===== config.mk =====
export PLATFORM = sky130hd
export DESIGN_NAME = ifetch_queue
export DESIGN_NICKNAME = d
export VERILOG_FILES = /design/src/rtl/ifetch_queue.sv
export SDC_FILE = /design/constraint.sdc
export NUM_CORES = 1
export LEC_CHECK = 0
export CAP_MARGIN = 10
export CORE_MARGIN = 5
export CORE_UTILIZATION = 45
export CTS_BUF_LIST = sky130_fd_sc_hd__clkbuf_4
export CTS_CLUSTER_DIAMETER = 50
export DETAILED_ROUTE_END_ITERATION = 10
export MAX_ROUTING_LAYER = met4
export PLACE_DENSITY = 0.66
export SYNTH_ARGS = -nofsm -noshare
export SYNTH_HDL_FRONTEND = slang
export SYNTH_SLANG_ARGS = --single-unit
export TNS_END_PERCENT = 30

===== constraint.sdc =====
create_clock -name clk_i -period 8.9 [get_ports clk_i]
set_input_delay 1.335 -clock clk_i [delete_from_list [all_inputs] [get_ports clk_i]]
set_output_delay 1.335 -clock clk_i [all_outputs]
set_load 0.005 [all_outputs]

===== src/rtl/ifetch_queue.sv =====
// Instruction prefetch queue: one outstanding read at a time feeding a DEPTH-entry FIFO.
// Define IFETCH_PERF_EN to add the flush_cnt_o counter output.
module ifetch_queue #(
  parameter int          DEPTH    = 4,
  parameter logic [31:0] RESET_PC = 32'h0000_0000
) (
  input  logic        clk_i,
  input  logic        rst_ni,
  input  logic        redirect_valid_i,
  input  logic [31:0] redirect_pc_i,
  input  logic        ins_ready_i,
  output logic        ins_valid_o,
  output logic [31:0] ins_data_o,
  output logic [31:0] ins_pc_o,
  output logic        mem_req_o,
  output logic [31:0] mem_addr_o,
  input  logic        mem_ack_i,
  input  logic [31:0] mem_rdata_i
`ifdef IFETCH_PERF_EN
  ,
  output logic [31:0] flush_cnt_o
`endif
);

  localparam int PW = $clog2(DEPTH);
  localparam int CW = PW + 1;
  localparam logic [CW-1:0] DEPTH_C = CW'(DEPTH);

  typedef enum logic [1:0] {IDLE, REQ, DRAIN} state_e;

  state_e                  state_q, state_d;
  logic [CW-1:0]           cnt_q, cnt_after_pop, cnt_after;
  logic [PW-1:0]           wr_ptr_q, rd_ptr_q;
  logic [31:0]             fetch_pc_q, fetch_pc_d;
  logic [31:0]             mem_addr_q, mem_addr_d;
  logic                    mem_req_q;
  logic [DEPTH-1:0][31:0]  data_q, pc_q;
  logic                    pop, push;

  assign ins_valid_o = (cnt_q != '0);
  assign ins_data_o  = ins_valid_o ? data_q[rd_ptr_q] : '0;
  assign ins_pc_o    = ins_valid_o ? pc_q[rd_ptr_q]   : '0;
  assign mem_req_o   = mem_req_q;
  assign mem_addr_o  = mem_addr_q;

  assign pop           = ins_valid_o & ins_ready_i;
  assign cnt_after_pop = cnt_q - CW'(pop);
  assign push          = (state_q == REQ) & mem_ack_i & ~redirect_valid_i &
                         (cnt_after_pop < DEPTH_C);
  assign cnt_after     = cnt_after_pop + CW'(push);

  always_comb begin
    state_d    = state_q;
    fetch_pc_d = fetch_pc_q;
    mem_addr_d = mem_addr_q;
    case (state_q)
      IDLE: begin
        if (!redirect_valid_i && (cnt_after_pop < DEPTH_C)) begin
          state_d    = REQ;
          mem_addr_d = fetch_pc_q;
        end
      end
      REQ: begin
        if (redirect_valid_i) begin
          state_d = mem_ack_i ? IDLE : DRAIN;
        end else if (mem_ack_i) begin
          fetch_pc_d = mem_addr_q + 32'd4;
          if (cnt_after < DEPTH_C) begin
            mem_addr_d = mem_addr_q + 32'd4;
          end else begin
            state_d = IDLE;
          end
        end
      end
      DRAIN: begin
        // The stale read must retire before a new address may be issued.
        if (mem_ack_i) state_d = IDLE;
      end
      default: state_d = IDLE;
    endcase
    if (redirect_valid_i) fetch_pc_d = {redirect_pc_i[31:2], 2'b00};
  end

  always_ff @(posedge clk_i or negedge rst_ni) begin
    if (!rst_ni) begin
      state_q    <= IDLE;
      fetch_pc_q <= RESET_PC;
      mem_addr_q <= '0;
      mem_req_q  <= 1'b0;
    end else begin
      state_q    <= state_d;
      fetch_pc_q <= fetch_pc_d;
      mem_addr_q <= mem_addr_d;
      mem_req_q  <= (state_d != IDLE);
    end
  end

  always_ff @(posedge clk_i or negedge rst_ni) begin
    if (!rst_ni) begin
      cnt_q    <= '0;
      wr_ptr_q <= '0;
      rd_ptr_q <= '0;
      data_q   <= '0;
      pc_q     <= '0;
    end else if (redirect_valid_i) begin
      cnt_q    <= '0;
      wr_ptr_q <= '0;
      rd_ptr_q <= '0;
    end else begin
      cnt_q <= cnt_after;
      if (push) begin
        data_q[wr_ptr_q] <= mem_rdata_i;
        pc_q[wr_ptr_q]   <= mem_addr_q;
        wr_ptr_q         <= wr_ptr_q + 1'b1;
      end
      if (pop) rd_ptr_q <= rd_ptr_q + 1'b1;
    end
  end

`ifdef IFETCH_PERF_EN
  // A redirect in REQ always kills the pending read; in DRAIN it was already dead.
  logic [31:0] flush_cnt_q;
  logic        discard;
  assign discard     = redirect_valid_i & ((cnt_after_pop != '0) | (state_q == REQ));
  assign flush_cnt_o = flush_cnt_q;

  always_ff @(posedge clk_i or negedge rst_ni) begin
    if (!rst_ni)      flush_cnt_q <= '0;
    else if (discard) flush_cnt_q <= flush_cnt_q + 32'd1;
  end
`endif

endmodule


* Word level (Yosys, flattened, before mapping) *
Cells that the tools add are included.

storage, ports and cells
  RAM bits = 0
  flip-flop bits (word level) = 330
  output and inout bits = 98
  memories kept = 0
  bits in read-only memories = 0
  input bits = 69
  logic and storage cells = 80
  latch bits = 0

operators by class
  add/sub/neg operators = 5
  $lt $le $gt $ge = 5
  bitwise gates (word level) = 5
  multipliers = 0
  equality and inequality tests = 6
  mux-type cells = 30
  divide/modulo/power cells = 0
  reduce and logical (&&, ||, !) cells = 14
  shift-type cells = 0

operators by type and width
  operator               count
  $mux 32                12
  $bwmux 128             2
  $bmux 32 s2            2
  $demux 32 s2           1
  $pmux 32 s2            1
  $add 32x3->32 const B  1
  $mux 2                 10
  $reduce_bool 2->1      6
  $lt 2x3->1 const B     2
  $lt 3x3->1 const B     2
  $ne 2x2->1 const B     3
  $pmux 2 s3             1
  $reduce_and 5->1       1
  $add 2x1->2 const B    2
  $and 1x1->1            4
  $reduce_and 2->1       2
  $add 3x1->3            1
  $mux 3                 1
  $reduce_bool 3->1      1
  $sub 3x1->3            1
  $eq 2x1->1 const B     1
  $eq 2x2->1 const B     1
  $ge 2x1->1 const B     1
  $logic_and 1x1->1      2
  4 further kinds        4

* Depth between registers and ports, before layout *
  depth after elaboration = 12
  mapped depth = 13
  mapped depth without buffers = 12

* Worst setup path before layout *
No wires, ideal clock.

  kind = input port to flip-flop
  start = in ins_ready_i
  end = reg mem_addr_q[28], in the netlist mem_addr_o[28]
  data arrival time = 3.854 ns
  path buffers = 1
  slack = 4.920 ns
  data required time = 8.774 ns
  cell stages on the path = 12
  cell sequence = and2_1 ha_1 ha_1 xor2_2 nor2_2 ha_1 ha_1 and4b_1 a311oi_4 buf_6 a21oi_1 a2bb2oi_1

between the ends
  longest elaborated chain between the ends = 8
  elaborated cells between the ends (all ways) = 10
  those cells by class = add/sub: 2; order compare: 2; eq/ne: 2; bitwise: 2; reduce/logical: 2

ends and longest elaborated chain
  element                         line    RTL
  start: declaration              11      input logic ins_ready_i,
  $and 1x1->1 (*)                 46      assign pop = ins_valid_o & ins_ready_i;
  $sub 3x1->3 (*)                 47      assign cnt_after_pop = cnt_q - CW'(pop);
  $lt 3x3->1                      49, 58
  $and 1x1->1                     48      assign push = (state_q == REQ) & mem_ack_i & ~redirect_valid_i &
  $add 3x1->3                     50      assign cnt_after = cnt_after_pop + CW'(push);
  $lt 3x3->1                      68      if (cnt_after < DEPTH_C) begin
  $ne 2x1->1 (no line)            -
  $reduce_and 5->1 (no line) (*)  -
  end signal: assignment          93      mem_addr_q <= mem_addr_d;
  end: declaration                35      logic [31:0] mem_addr_q, mem_addr_d;

Mark *: on every way between the ends. The rest lies on a longest branch, timed or not.
A chain may end at the register's enable or synchronous reset.

* Worst setup path in the final report *
  start = reg rd_ptr_q[0]
  end = out ins_pc_o[31]

between the ends
  longest elaborated chain between the ends = 3

ends and longest elaborated chain
  element                        line  RTL
  start: declaration             33    logic [PW-1:0] wr_ptr_q, rd_ptr_q;
  start signal: assignment       116   if (pop) rd_ptr_q <= rd_ptr_q + 1'b1;
  $bmux 32 s2                    42    assign ins_pc_o = ins_valid_o ? pc_q[rd_ptr_q] : '0;
  $mux 32 (implied by the code)  42
  $mux 32                        42
  end: declaration               14    output logic [31:0] ins_pc_o,

Every way passes these cells. The select of a mux whose other input is x is not followed.

==> impl_results.md <==
* Outcome: finished, final reports clean
* Most frequent cell after synthesis: dfrtp_1
* Distinct cell type count after synthesis at 62
* Clk Latency, worst-skew pair at 0.72 ns
* Synth Cell Area at 0.0160 mm2
* Yosys top cell by area: dfrtp_1
* Kind of critical path: flop to output pin
* Clock skew after layout at 0.0263 ns
* Final cycle utilization of the critical path at 0.557
* Die area at 0.0393 mm2
* Pin count of the biggest net entering global routing at 103
* Hold Crit Class: flop to flop
* Post-synth EDFFs at 0
* Share of cells above drive strength 1 at 0.349
* Wire length per cell at 19.7 um
* Part of the Yosys area used for sequential elements at 0.517
* Crit-path cells: buf_4, mux4_2, and2_1, clkdlybuf4s50_1
* Yosys top cell area share at 0.517
* Fmax at 202 MHz
* WP data arrival at 3.62 ns
* Vias at 10.5k
* CTS tree: built
* Final setup TNS at 0 ns
* Async SR Flop Fraction at 1.00
* Synth top area cells: dfrtp_1 (52%), mux2_2 (18%), mux4_2 (9.0%), and2_1 (2.7%), a21oi_1 (1.4%)
* CP required at 7.57 ns
* Die width at 198 um
* Post_cts resized at 0
* Cell count after synthesis at 1213
* Number of max-cap violations at 0
* Max Transition Viols Final at 0
* Crit. End Element: output pin
* CTS H-Tree Depth at 3
* Met3 Usage GRT at 0.0468
* P_sw at 1.95 mW
* Final GP Congestion at 0.789
* CTS buffer count at 92
* Initial antenna violation count at 1
* Busiest metal layer after global routing: met2
* Clock power frac at 0.225
* Logic gate share of total power at 0.373
* Seq pwr share at 0.403
* Static Leak at 8.48 nW
* Die height at 198 um
* Final worst path period need at 4.96 ns
* Final-stage net count at 1455
* Grt total ovfl at 0
* Io pins at 167
* Slew headroom at 0.236
* Critical path's slowest cell: buf_4
* Hold Vio Cnt, Final at 0
* Final core occ at 0.536
* Synthesis Warnings at 0
* # Post-CTS Setup Buffers at 0
* Setup violations, final at 0
* Core area at 0.0353 mm2
* Sw frac at 0.333
* Met2 Use GR at 0.304
* Worst-path maximum fanout at 49
* Startpoint types: flop
* Post-DR vias/cell at 5.54
* Total GRT Usage at 0.203
* Commonest cells post-synth: dfrtp_1 (330), mux2_2 (258), and2_1 (70)
* DR iter-0 viols at 452
* Syn Area/Cell at 13.2 um2
* Effective utilization at floorplan at 0.452
* Register bit total from synthesis at 330
* Global-route wire length before repair at 61700 um
* Clk buf depth at 3
* Int Power at 3.91 mW
* Max incr delay on CP at 0.88 ns
* Layout area overhead at 18.5%
* Clk slew on worst S/H paths at 0.06 ns
* Vias in the first global route at 11.2k
* Syn_nets at 1291
* Row count at 69
* PortBufs at 164
* RSZ-0062 raised after global routing: false
* DR pass1 iterations at 5
* Worst-Margin Slew at 1.15 ns
* Antenna Nets Post-Route at 0
* Worst Path Buf+Inv at 2
* Most used flip-flop cell after synthesis: dfrtp_1
* Final WL at 37400 um
* Post-DP HPWL at 22200 um
* Root Buffer: clkbuf_4
* Drt drc at 0
* VDD IR max at 0.134 mV
* CTS sink cnt at 330
* Hold buffers post-CTS at 0
* GR met1 Demand/Resource at 0.279
* Power per cell area at 310 mW/mm2
* Largest delay contributor family on the critical path: buffers and inverters
state kept, by name, indices dropped and copies added, names as in the netlist:
name        cells
cnt_q           3
data_q        128
pc_q          128
fetch_pc_q     32
state_q         2
rd_ptr_q        2
wr_ptr_q        2
mem_req_o       1
mem_addr_o     32
routing by layer:
layer | vias up | wire [um]
li1 | 4806 | -
met1 | 5364 | 17100
met2 | 302 | 17500
met3 | 55 | 2160
met4 | 0 | 616
met5 | - | 0
cell families after synthesis:
family,synth area share
AO/OA/AOI/OAI,0.0530
XOR/XNOR,0.0164
adder cells (fa/ha/maj),0.00706
buffers and inverters,0.0324
flip-flops,0.517
multiplexers,0.281
AND/OR/NAND/NOR,0.0932
cell usage in the layout (no fill, tap or decap), types with 8 or more instances in the layout:
| cell | synthesis | final |
|---|---|---|
| nand4_1 | 13 | 13 |
| nor3b_1 | 10 | 10 |
| nor3_1 | 9 | 9 |
| nand2_1 | 54 | 54 |
| clkinv_1 | 0 | 10 |
| o21ai_0 | 40 | 40 |
| mux2_2 | 258 | 258 |
| mux2i_1 | 13 | 13 |
| nand3_1 | 23 | 23 |
| dfrtp_1 | 330 | 328 |
| nor2_1 | 36 | 36 |
| xor2_1 | 11 | 11 |
| a21oi_1 | 46 | 46 |
| mux4_2 | 64 | 64 |
| xnor2_1 | 17 | 17 |
| and2_1 | 70 | 70 |
| clkdlybuf4s50_1 | 0 | 162 |
| clkbuf_4 | 0 | 140 |
| ha_1 | 9 | 9 |
| o22ai_1 | 8 | 8 |
| buf_4 | 4 | 12 |
power groups by stage:
stage / logic, mW / registers, mW / clock network, mW
floorplan: 1.60 / 2.09 / 0
global placement: 2.18 / 2.37 / 0
detailed placement: 2.22 / 2.39 / 0
CTS: 2.23 / 2.36 / 1.37
global route: 2.41 / 2.43 / 1.46
finish: 2.18 / 2.36 / 1.32
layout make-up:
cell class              instances  area, um2
clock inverters                14       56.3
diodes                          1       2.50
clock buffers                 140       1050
inverters                       7       26.3
multi-input cells             770       7210
well taps                     461        577
fillers                      3109      16400
repair buffers                176       1730
flip-flops and latches        330       8270
path summary, 6_finish.rpt:
check | startpoint | endpoint | slack [ns] | cells after the start
min in group asynchronous | rst_ni | data_q[29]$_DFFE_PN0P_ | 0.64 | 1
worst min register to register | pc_q[65]$_DFFE_PN0P_ | pc_q[65]$_DFFE_PN0P_ | 0.50 | 1
worst max register to register | cnt_q[2]$_DFF_PN0_ | mem_addr_o[18]$_DFFE_PN0P_ | 4.36 | 12
worst min-delay path | pc_q[65]$_DFFE_PN0P_ | pc_q[65]$_DFFE_PN0P_ | 0.50 | 1
worst max-delay path | rd_ptr_q[0]$_DFFE_PN0P_ | ins_pc_o[31] | 3.94 | 4
max in group asynchronous | rst_ni | data_q[78]$_DFFE_PN0P_ | 6.21 | 3
per-stage QoR:
step / worst slack [ns] / hold WS [ns] / cell area (um2) / total power, mW / cells
2_1_floorplan: 4.92 / 0.474 / 16000 / 3.68 / 1213
3_3_place_gp: 3.56 / 0.481 / 17800 / 4.54 / 1744
3_5_place_dp: 3.45 / 0.487 / 17800 / 4.61 / 1744
4_1_cts: 3.72 / 0.492 / 18900 / 5.97 / 1898
5_1_grt: 3.56 / 0.512 / 18900 / 6.30 / 1899
6_report: 3.94 / 0.498 / 18900 / 5.86 / 1899
No activity file was read; power rests on OpenSTA's default activity.
